## config.mk

```make
export PLATFORM = sky130hd
export DESIGN_NAME = textbox_buffer
export DESIGN_NICKNAME = d
export VERILOG_FILES = /design/src/rtl/textbox_pkg.sv /design/src/rtl/textbox_buffer.sv
export SDC_FILE = /design/constraint.sdc
export NUM_CORES = 1
export LEC_CHECK = 0
export CAP_MARGIN = 20
export CORE_MARGIN = 3
export CORE_UTILIZATION = 54
export CTS_CLUSTER_DIAMETER = 50
export DETAILED_ROUTE_END_ITERATION = 10
export PLACE_DENSITY = 0.79
export SETUP_SLACK_MARGIN = 0.15
export SLEW_MARGIN = 20
export SYNTH_ARGS = -nofsm -noshare
export SYNTH_HDL_FRONTEND = slang
export SYNTH_SLANG_ARGS = --single-unit
export TNS_END_PERCENT = 1
```

## constraint.sdc

```tcl
create_clock -name clk -period 2.75 [get_ports clk]
set_input_delay 0.825 -clock clk [delete_from_list [all_inputs] [get_ports clk]]
set_output_delay 0.825 -clock clk [all_outputs]
set_load 0.005 [all_outputs]
```

## src/rtl/textbox_pkg.sv

```systemverilog
// Shared constants and state type for the textbox character buffer.
package textbox_pkg;

    localparam logic [7:0] CH_BS     = 8'h08;
    localparam logic [7:0] CH_FF     = 8'h0C;
    localparam logic [7:0] CH_CR     = 8'h0D;
    localparam logic [7:0] CH_BLANK  = 8'h20;

    localparam logic [7:0] PRINT_MIN = 8'h20;
    localparam logic [7:0] PRINT_MAX = 8'h7E;

    typedef enum logic {
        IDLE,
        CLEAR
    } tb_state_t;

endpackage

```

## src/rtl/textbox_buffer.sv

```systemverilog
// One-line character buffer: byte stream edits a back buffer with a cursor,
// and the front buffer driving the renderer is refreshed only at frame starts.
module textbox_buffer
    import textbox_pkg::*;
#(
    parameter int unsigned COLS  = 8,
    parameter int unsigned CBITS = $clog2(COLS),
    parameter logic [7:0]  BLANK = CH_BLANK
) (
    input  logic             clk,
    input  logic             rst_n,
    input  logic             in_valid,
    output logic             in_ready,
    input  logic [7:0]       in_data,
    input  logic             frame_start,
    output logic [7:0]       chars [COLS-1:0],
    output logic [CBITS-1:0] cursor,
    output logic             busy
);

    localparam logic [CBITS-1:0] LAST = CBITS'(COLS - 1);

    tb_state_t        state, state_next;
    logic [7:0]       back [COLS-1:0];
    logic [CBITS-1:0] clr_idx, clr_next;
    logic [CBITS-1:0] cursor_next;
    logic             commit_pending, pending_next;
    logic             accept, commit;
    logic             wr_en;
    logic [CBITS-1:0] wr_idx;
    logic [7:0]       wr_data;

    assign in_ready = (state == IDLE);
    assign busy     = (state == CLEAR);
    assign accept   = in_valid && in_ready;
    // Commit samples back before any write on the same edge.
    assign commit   = (state == IDLE) && (frame_start || commit_pending);

    always_ff @(posedge clk or negedge rst_n) begin
        if (!rst_n) begin
            state <= IDLE;
        end else begin
            state <= state_next;
        end
    end

    always_comb begin
        state_next   = state;
        cursor_next  = cursor;
        clr_next     = clr_idx;
        pending_next = 1'b0;
        wr_en        = 1'b0;
        wr_idx       = cursor;
        wr_data      = BLANK;
        case (state)
            IDLE: begin
                if (accept) begin
                    if (in_data >= PRINT_MIN && in_data <= PRINT_MAX) begin
                        wr_en       = 1'b1;
                        wr_data     = in_data;
                        cursor_next = (cursor == LAST) ? '0 : cursor + 1'b1;
                    end else if (in_data == CH_CR) begin
                        cursor_next = '0;
                    end else if (in_data == CH_BS) begin
                        if (cursor != '0) begin
                            wr_en       = 1'b1;
                            wr_idx      = cursor - 1'b1;
                            cursor_next = cursor - 1'b1;
                        end
                    end else if (in_data == CH_FF) begin
                        state_next = CLEAR;
                        clr_next   = '0;
                    end
                end
            end
            CLEAR: begin
                pending_next = commit_pending || frame_start;
                wr_en        = 1'b1;
                wr_idx       = clr_idx;
                clr_next     = clr_idx + 1'b1;
                if (clr_idx == LAST) begin
                    state_next  = IDLE;
                    cursor_next = '0;
                    clr_next    = '0;
                end
            end
            default: ;
        endcase
    end

    always_ff @(posedge clk or negedge rst_n) begin
        if (!rst_n) begin
            for (int unsigned i = 0; i < COLS; i++) begin
                back[i]  <= BLANK;
                chars[i] <= BLANK;
            end
            cursor         <= '0;
            clr_idx        <= '0;
            commit_pending <= 1'b0;
        end else begin
            if (commit) begin
                for (int unsigned i = 0; i < COLS; i++) begin
                    chars[i] <= back[i];
                end
            end
            if (wr_en) begin
                back[wr_idx] <= wr_data;
            end
            cursor         <= cursor_next;
            clr_idx        <= clr_next;
            commit_pending <= pending_next;
        end
    end

endmodule
```

* After elaboration in Yosys (flattened, before gate mapping)
Cells that the tools add are included.
** Storage, ports and cells
- Output and inout bits :: 69
- Input bits :: 12
- Flip-flop bits (word level) :: 136
- Word-level logic and storage cells :: 86
** Cells by class
- Mux-type cells :: 39
- $add $sub $neg :: 3
- $lt $le $gt $ge :: 4
- Equal/unequal tests :: 11
- Reductions and logical operators :: 8
- Bitwise gates (word level) :: 1
** Operators by type and width (number)
- 64-bit bitwise mux :: 1
- 3-bit 2-to-1 mux :: 16
- 8-bit 2-to-1 mux :: 4
- 8-bit demux with 3-bit select :: 1
- 8-bit by 4-bit equality test with 1-bit output (second input constant) :: 3
- 3-bit one-hot mux with 2 select lines :: 3
- 1-bit 2-to-1 mux :: 12
- 8-bit by 6-bit >= comparator with 1-bit output (second input constant) :: 1
- 8-bit by 7-bit <= comparator with 1-bit output (second input constant) :: 1
- 3-bit by 1-bit adder with 3-bit output (second input constant) :: 2
- 3-bit equality test (second input constant) :: 2
- 2-bit by 1-bit != test with 1-bit output (second input constant) :: 3
- 2-bit != test (second input constant) :: 3
- 5-bit AND reduction :: 1
- 1-bit logical AND :: 4
- 3-bit by 4-bit < comparator with 1-bit output (second input constant) :: 1
- 1-bit one-hot mux with 2 select lines :: 2
- 3-bit by 1-bit >= comparator with 1-bit output (second input constant) :: 1
- 3-bit nonzero test :: 1
- 3-bit by 1-bit subtractor with 3-bit output (second input constant) :: 1
- 2-bit AND reduction :: 1
- 1-bit logical OR :: 1
- 1-bit NOT :: 1

* Longest topological paths before layout
Gate-level depths: netlist (run 1).
- Word-level depth :: 12
- Depth in mapped cells :: 9
- Depth with buffers taken out :: 8

* Least setup slack after synthesis (run 1)
OpenSTA, ideal clock, no wires.
- Path kind :: input-to-reg
- Start :: input port in_data[3]
- End :: register back[12] (netlist bit)
- Path buffers :: 1
- Setup time :: 0.125 ns
- Stages on the path :: 7
- Data required time :: 2.625 ns
- Slack :: 0.088 ns
- Arrival :: 2.537 ns
- Cells stage by stage :: and4_4 -> a311o_2 -> nand2_2 -> mux2i_4 -> nand2b_1 -> buf_2 -> mux2_2
** On the way
- Cells in the longest elaborated chain, start to end :: 11
- Elaborated cells between the ends (all ways) :: 24
- Those cells by class :: 4 x order compare; 2 x eq/ne; 16 x mux; 2 x reduce/logical
** RTL lines
- from (decl) :: line textbox_buffer.sv:14 : input logic [7:0] in_data,
- parallel branches: the longest is 11 deep, another holds 8-bit by 6-bit >= comparator with 1-bit output
- to (signal, indexed assignment) :: line textbox_buffer.sv:107 : back[wr_idx] <= wr_data;
- to (decl) :: line textbox_buffer.sv:24 : logic [7:0] back [COLS-1:0];
Several ways; the timed one is not identified.
A chain may end at the register's enable or synchronous reset.

* Worst setup path after layout (run 1)
- Start :: input port in_data[6]
- End :: register back[6] (netlist bit)
Same word-level chain as after synthesis.

==> results of run 1 <==
[critical path, cell delays in order]
cell and delay (ps):
clkdlybuf4s50_1 490, and4_4 230, a311o_2 340, nand2_2 120, mux2i_4 330, and2b_1 250
buf_12 140, mux2_2 270
[area by class of cell]
class / instances / area (sq um)
fillers: 594 / 2350
well taps: 133 / 166
clock buffers: 20 / 435
inverters: 4 / 17.5
flip-flops and latches: 136 / 3420
clock inverters: 12 / 198
multi-input cells: 217 / 2100
repair buffers: 121 / 1220
[metrics by stage]
stage | setup WS [ps] | TNS [ps]
floorplan | 136 | 0
global placement | -453 | -21520
detailed placement | -517 | -25780
CTS | 101 | 0
global route | 73.3 | 0
finish | 142 | 0
[state kept, by name, indices dropped and copies added (netlist names)]
| name | flops |
|---|---|
| busy | 1 |
| back | 64 |
| commit_pending | 1 |
| chars | 64 |
| cursor | 3 |
| clr_idx | 3 |
[kinds of logic after synthesis]
family,Yosys count
simple gates,61
buf+inv,15
flops,136
fa+ha+maj,6
mux,100
compound gates,50
[routing by layer]
metal / GRT usage (%) / vias up
met4: 5.86 / 0
met3: 6.24 / 15
met2: 36.4 / 105
li1: - / 1611
met5: 0 / -
met1: 32.0 / 1844
[where the power goes]
group | leakage [nW] | total (mW) | internal [mW] | switching, mW
Combinational | 1.46 | 1.41 | 0.839 | 0.573
Clock | 0.311 | 2.42 | 1.59 | 0.832
Sequential | 1.82 | 2.64 | 2.39 | 0.243
Total | 3.59 | 6.47 | 4.82 | 1.65
[layout by cell type, fill, tap and decap left out, types with 2 or more instances in the layout]
master	instances
ha_1	6
dfstp_2	16
a21oi_1	6
nand2_1	6
a31oi_1	2
dfrtp_1	120
buf_12	8
mux2_1	3
clkbuf_1	2
nand3_1	3
clkbuf_8	2
mux2_2	93
clkdlybuf4s50_1	75
clkbuf_16	16
nor2b_1	5
nand3_4	2
and3_1	4
dlymetal6s2s_1	4
o21ai_0	4
nand4_1	2
a22o_1	22
a32o_1	4
bufinv_16	5
and2_1	13
nand2_2	4
inv_1	2
mux2i_1	2
clkinv_2	4
a22oi_4	2
buf_4	34
nor2_1	9
[what timing repair did]
action	in CTS	in global routing
pin swaps	2	3
resized for setup	2	9
setup endpoints to repair	48	63
gates cloned	0	0
[final timing paths]
check                            from   endpoint  slack, ps  depth (start not counted)
hold / removal                  rst_n  chars[60]        290                          1
hold reg to reg              back[39]   back[39]        480                          1
setup / recovery           in_data[6]    back[6]        140                          8
min in group clk             back[39]   back[39]        480                          1
setup reg to reg            cursor[0]    back[6]        230                          9
max in group asynchronous       rst_n   back[45]       1750                          2
==> impl_metrics.yaml, run 1 <==
floorplanning:
  rows: 36
  initial_utilization_pct: 56.1
  core_sq_um: 9910
  dieArea_sq_um: 11500
  fp.dieH_um: 107
  die_x_um: 107
  ios: 81
place:
  gp_congestion: 0.922
  hpwl_um: 8170
  placed_cell_area_sq_um: 6890
  port_buffers: 80
  dp.cells: 611
logic_synthesis:
  synth_cell_types: 50
  synth.area.top_cells: "dfrtp_1 (54%), mux2_2 (19%), dfstp_2 (7.6%), a22o_1 (3.5%), and2_1 (1.5%)"
  yosysMostFrequentCell: "dfrtp_1"
  synth_top_family_by_area: "multiplexers"
  synth_top_area_share_pct: 54.0
  syn_nets: 386
  synth_edf_count: 0
  yosysTopAreaCell: "dfrtp_1"
  yosysSeqAreaShare_pct: 61.6
  synth_compound_area_share_pct: 7.92
  synth_xor_area_share_pct: 0
  synthMuxAreaShare_pct: 20.4
  synth_area_per_cell_sq_um: 15.1
  synth_common_cells: "dfrtp_1 (120), mux2_2 (93), a22o_1 (22)"
  synthCells: 368
  synthSimpleGateAreaFrac_pct: 7.52
  ys_ff_latch: 136
  yosys_warnings: 0
  yosys_most_used_dff: "dfrtp_1"
  synth_area_sq_um: 5560
  synthAdderAreaFrac_pct: 1.35
  async_reset_ff_share_pct: 100
power_and_ir_drop:
  power.density_nw_per_um2: 856
  p_total_mw: 6.47
  irDropWorstVdd_v: 0.000503
  power_leakage_nw: 3.59
timing:
  finalSetupViolCount: 0
  period_needed_ps: 2610
  worstMarginPinSlew_ps: 761
  fmax_mhz: 383
  rsz0062_at_grt: "true"
  fin_skew_ps: 5.17
  finalHoldViolCount: 0
  slew_headroom_pct: 49.1
  slew_violations: 0
  finalCritPeriodShare_pct: 94.8
  whs_ps: 294
cts:
  numCtsBuffers: 17
  cts_root_buffer: "clkbuf_8"
  ctsLongestPathBuffers: 2
  cts.clk_slew.worst_paths_ps: 60
  cts_tree: "built"
  clock-sinks: 136
  insertion_delay_ps: 520
  post-cts-setup-buffer-count: 0
  htreeDepth: 4
  hold_buffers: 0
cells_and_area:
  drive_gt1_share_pct: 40.8
  syn2layout_area_growth_pct: 35.9
  n_antenna_cell: 0
  stdcell_count: 643
  final_area_sq_um: 7560
  fin_util_pct: 76.3
  finish.net_count: 515
setup_path:
  critPathLaunchType: "input pin"
  worstPathMaxFanout: 8
  cp-end-kind: "flop"
  crit_type: "in2reg"
  worstPathArrival_ps: 3010
  critPathRequiredTime_ps: 3150
global_route:
  antenna_found_initial: 0
  grt_pass1_wl_um: 20300
  grt_max_degree: 65
  grt_pass1_vias: 3776
  grt.total_usage_pct: 23.0
  gr-total-overflow: 0
hold_path:
  hp-class: "in2async"
detailed_routing:
  via_per_inst: 5.56
  wl_met2_um: 5940
  highest_layer: "met4"
  wl_met3_um: 661
  wl_met1_um: 5600
  routedWlPerCell_um: 19.1
  vias: 3575
  firstDrtPassIters: 4
  drc: 0
  antenna_left: 0
  wl_um: 12300
  dr.first_iter.drc_count: 156
job:
  max_cap_viol_count: 0
run_status:
  status: "finished clean"
No activity file was read; power rests on OpenSTA's default activity.
==> inputs of run 2 (changes only) <==
--- a/config.mk
+++ b/config.mk
@@ -10,10 +10,10 @@
 export CORE_UTILIZATION = 54
 export CTS_CLUSTER_DIAMETER = 50
 export DETAILED_ROUTE_END_ITERATION = 10
+export GPL_TIMING_DRIVEN = 0
 export PLACE_DENSITY = 0.79
 export SETUP_SLACK_MARGIN = 0.15
 export SLEW_MARGIN = 20
 export SYNTH_ARGS = -nofsm -noshare
 export SYNTH_HDL_FRONTEND = slang
 export SYNTH_SLANG_ARGS = --single-unit
-export TNS_END_PERCENT = 1
==> impl_metrics.yaml, run 2 (synthesis results as in run 1) <==
timing:
  whs_ps: 144
  fin_skew_ps: 7.29
  slew_violations: 0
  slew_headroom_pct: 53.0
  period_needed_ps: 2560
  finalHoldViolCount: 0
  finalSetupViolCount: 0
  finalCritPeriodShare_pct: 93.0
  totalNegativeSetupSlack_ps: 0
  rsz0062_at_grt: "false"
  fmax_mhz: 391
  worstMarginPinSlew_ps: 705
floorplanning:
  dieArea_sq_um: 11500
  ios: 81
  rows: 36
  initial_utilization_pct: 56.1
  die_x_um: 107
  fp.dieH_um: 107
  core_sq_um: 9910
setup_path:
  r2r-end: "back[1]"
  critPathLaunchType: "input pin"
  critPathRequiredTime_ps: 3150
  cp_num_buf_inv: 3
  slowest_stage: "mux2i_4"
  cpLargestDelayFamily: "multiplexers"
  r2r_cells: 9
  reg2reg_slack_ps: 210
  cp_slowest_stage_delay_ps: 370
  worstPathArrival_ps: 2950
  r2r-start: "cursor[0]"
  crit_type: "in2reg"
  worstPathMaxFanout: 8
  path_cells: "dlygate4sd2_1 -> nor4b_4 -> buf_4 -> nand4_1 -> mux2i_2 -> mux2i_4 -> nand2b_4 -> buf_8 -> mux2_1"
  cp-end-kind: "flop"
power_and_ir_drop:
  irDropWorstVdd_v: 0.000598
  power_leakage_nw: 3.46
  power.density_nw_per_um2: 848
place:
  port_buffers: 80
  dp.cells: 582
  gp_congestion: 0.849
  hpwl_um: 7880
cts:
  insertion_delay_ps: 520
  cts_root_buffer: "clkbuf_8"
  ctsLongestPathBuffers: 2
  clock-sinks: 136
  numCtsBuffers: 17
  htreeDepth: 4
  cts_tree: "built"
  cts.clk_slew.worst_paths_ps: 70
global_route:
  antenna_found_initial: 0
  grt_pass1_wl_um: 20000
  grt_max_degree: 109
  grt.total_usage_pct: 22.9
  gr-total-overflow: 0
  grt_pass1_vias: 3702
detailed_routing:
  routedWlPerCell_um: 19.9
  wl_um: 12600
  dr.first_iter.drc_count: 219
  antenna_left: 0
  vias: 3593
  via_per_inst: 5.68
  firstDrtPassIters: 4
  drc: 0
cells_and_area:
  final_cell_mix: "dfrtp_1 (119), mux2_2 (93), clkdlybuf4s50_1 (70)"
  nFillCells: 639
  syn2layout_area_growth_pct: 32.7
  stdcell_count: 633
  final_common_cell: "dfrtp_1"
  drive_gt1_share_pct: 40.2
  finish.net_count: 505
  reg.largest.list: "back: 64 flops, chars: 64 flops"
  fin_util_pct: 74.4
  n_antenna_cell: 0
hold_path:
  hp-class: "in2async"
job:
  max_cap_viol_count: 0
run_status:
  status: "finished clean"
==> run 2: cell count changes in the layout (fill, tap and decap cells not counted), sizes merged, moves of 5 or more <==
cell,delta
buf,-18
clkbuf,+8
dlygate4sd2,+6
clkdlybuf4s50,-5
inv,+5
==> run 2: what timing repair did <==
action | 4_1_cts | 5_1_grt
hold buffers | 0 | 0
resized for setup | 16 | 17
cloned | 0 | 0
hold endpoints to repair | 0 | 0
setup buffers | 11 | 8
pin swaps | 7 | 4
endpoints found under the setup margin | 123 | 61
==> run 2: worst max path at each step <==
stage | startpoint | slack, ps | end | cells after the start
final | in_data[7] | 190 | back[9] | 9
after global routing | in_data[5] | 140 | back[8] | 8
after CTS | in_valid | 140 | back[19] | 8
after detailed placement | in_valid | -830 | back[20] | 6
after global placement | rst_n | -4130 | chars[16] | 1
after floorplan | in_data[1] | 140 | back[16] | 6
==> run 2: report_power, final <==
part           total, mW  switching, mW  internal (mW)
Sequential          2.64          0.245           2.39
Clock               2.18          0.913           1.27
Combinational       1.44          0.598          0.840
==> run 2: cell type report <==
type / instances / area, sq um / area share (%)
buffer: 11 / 63.8 / 0.865
clock buffer: 19 / 442 / 5.99
clock inverter: 13 / 134 / 1.81
inverter: 4 / 20.0 / 0.271
multi-input combinational: 217 / 2150 / 29.1
sequential: 136 / 3420 / 46.4
tap: 133 / 166 / 2.26
timing repair buffer: 100 / 981 / 13.3
==> run 2: routing by layer <==
metal	up-vias	routed length [um]	global-route usage, %
met2	127	6260	36.6
met3	28	559	5.34
met1	1844	5540	31.9
met5	-	0	0
met4	0	225	5.86
li1	1594	-	-
==> run 2: per-stage QoR <==
step	cell area [sq um]	total power, mW	setup slack [ps]
2_1_floorplan	5570	3.29	137
3_3_place_gp	6530	3.88	-4130
3_5_place_dp	6570	3.94	-829
4_1_cts	7260	6.19	136
5_1_grt	7380	6.53	139
6_report	7380	6.26	193
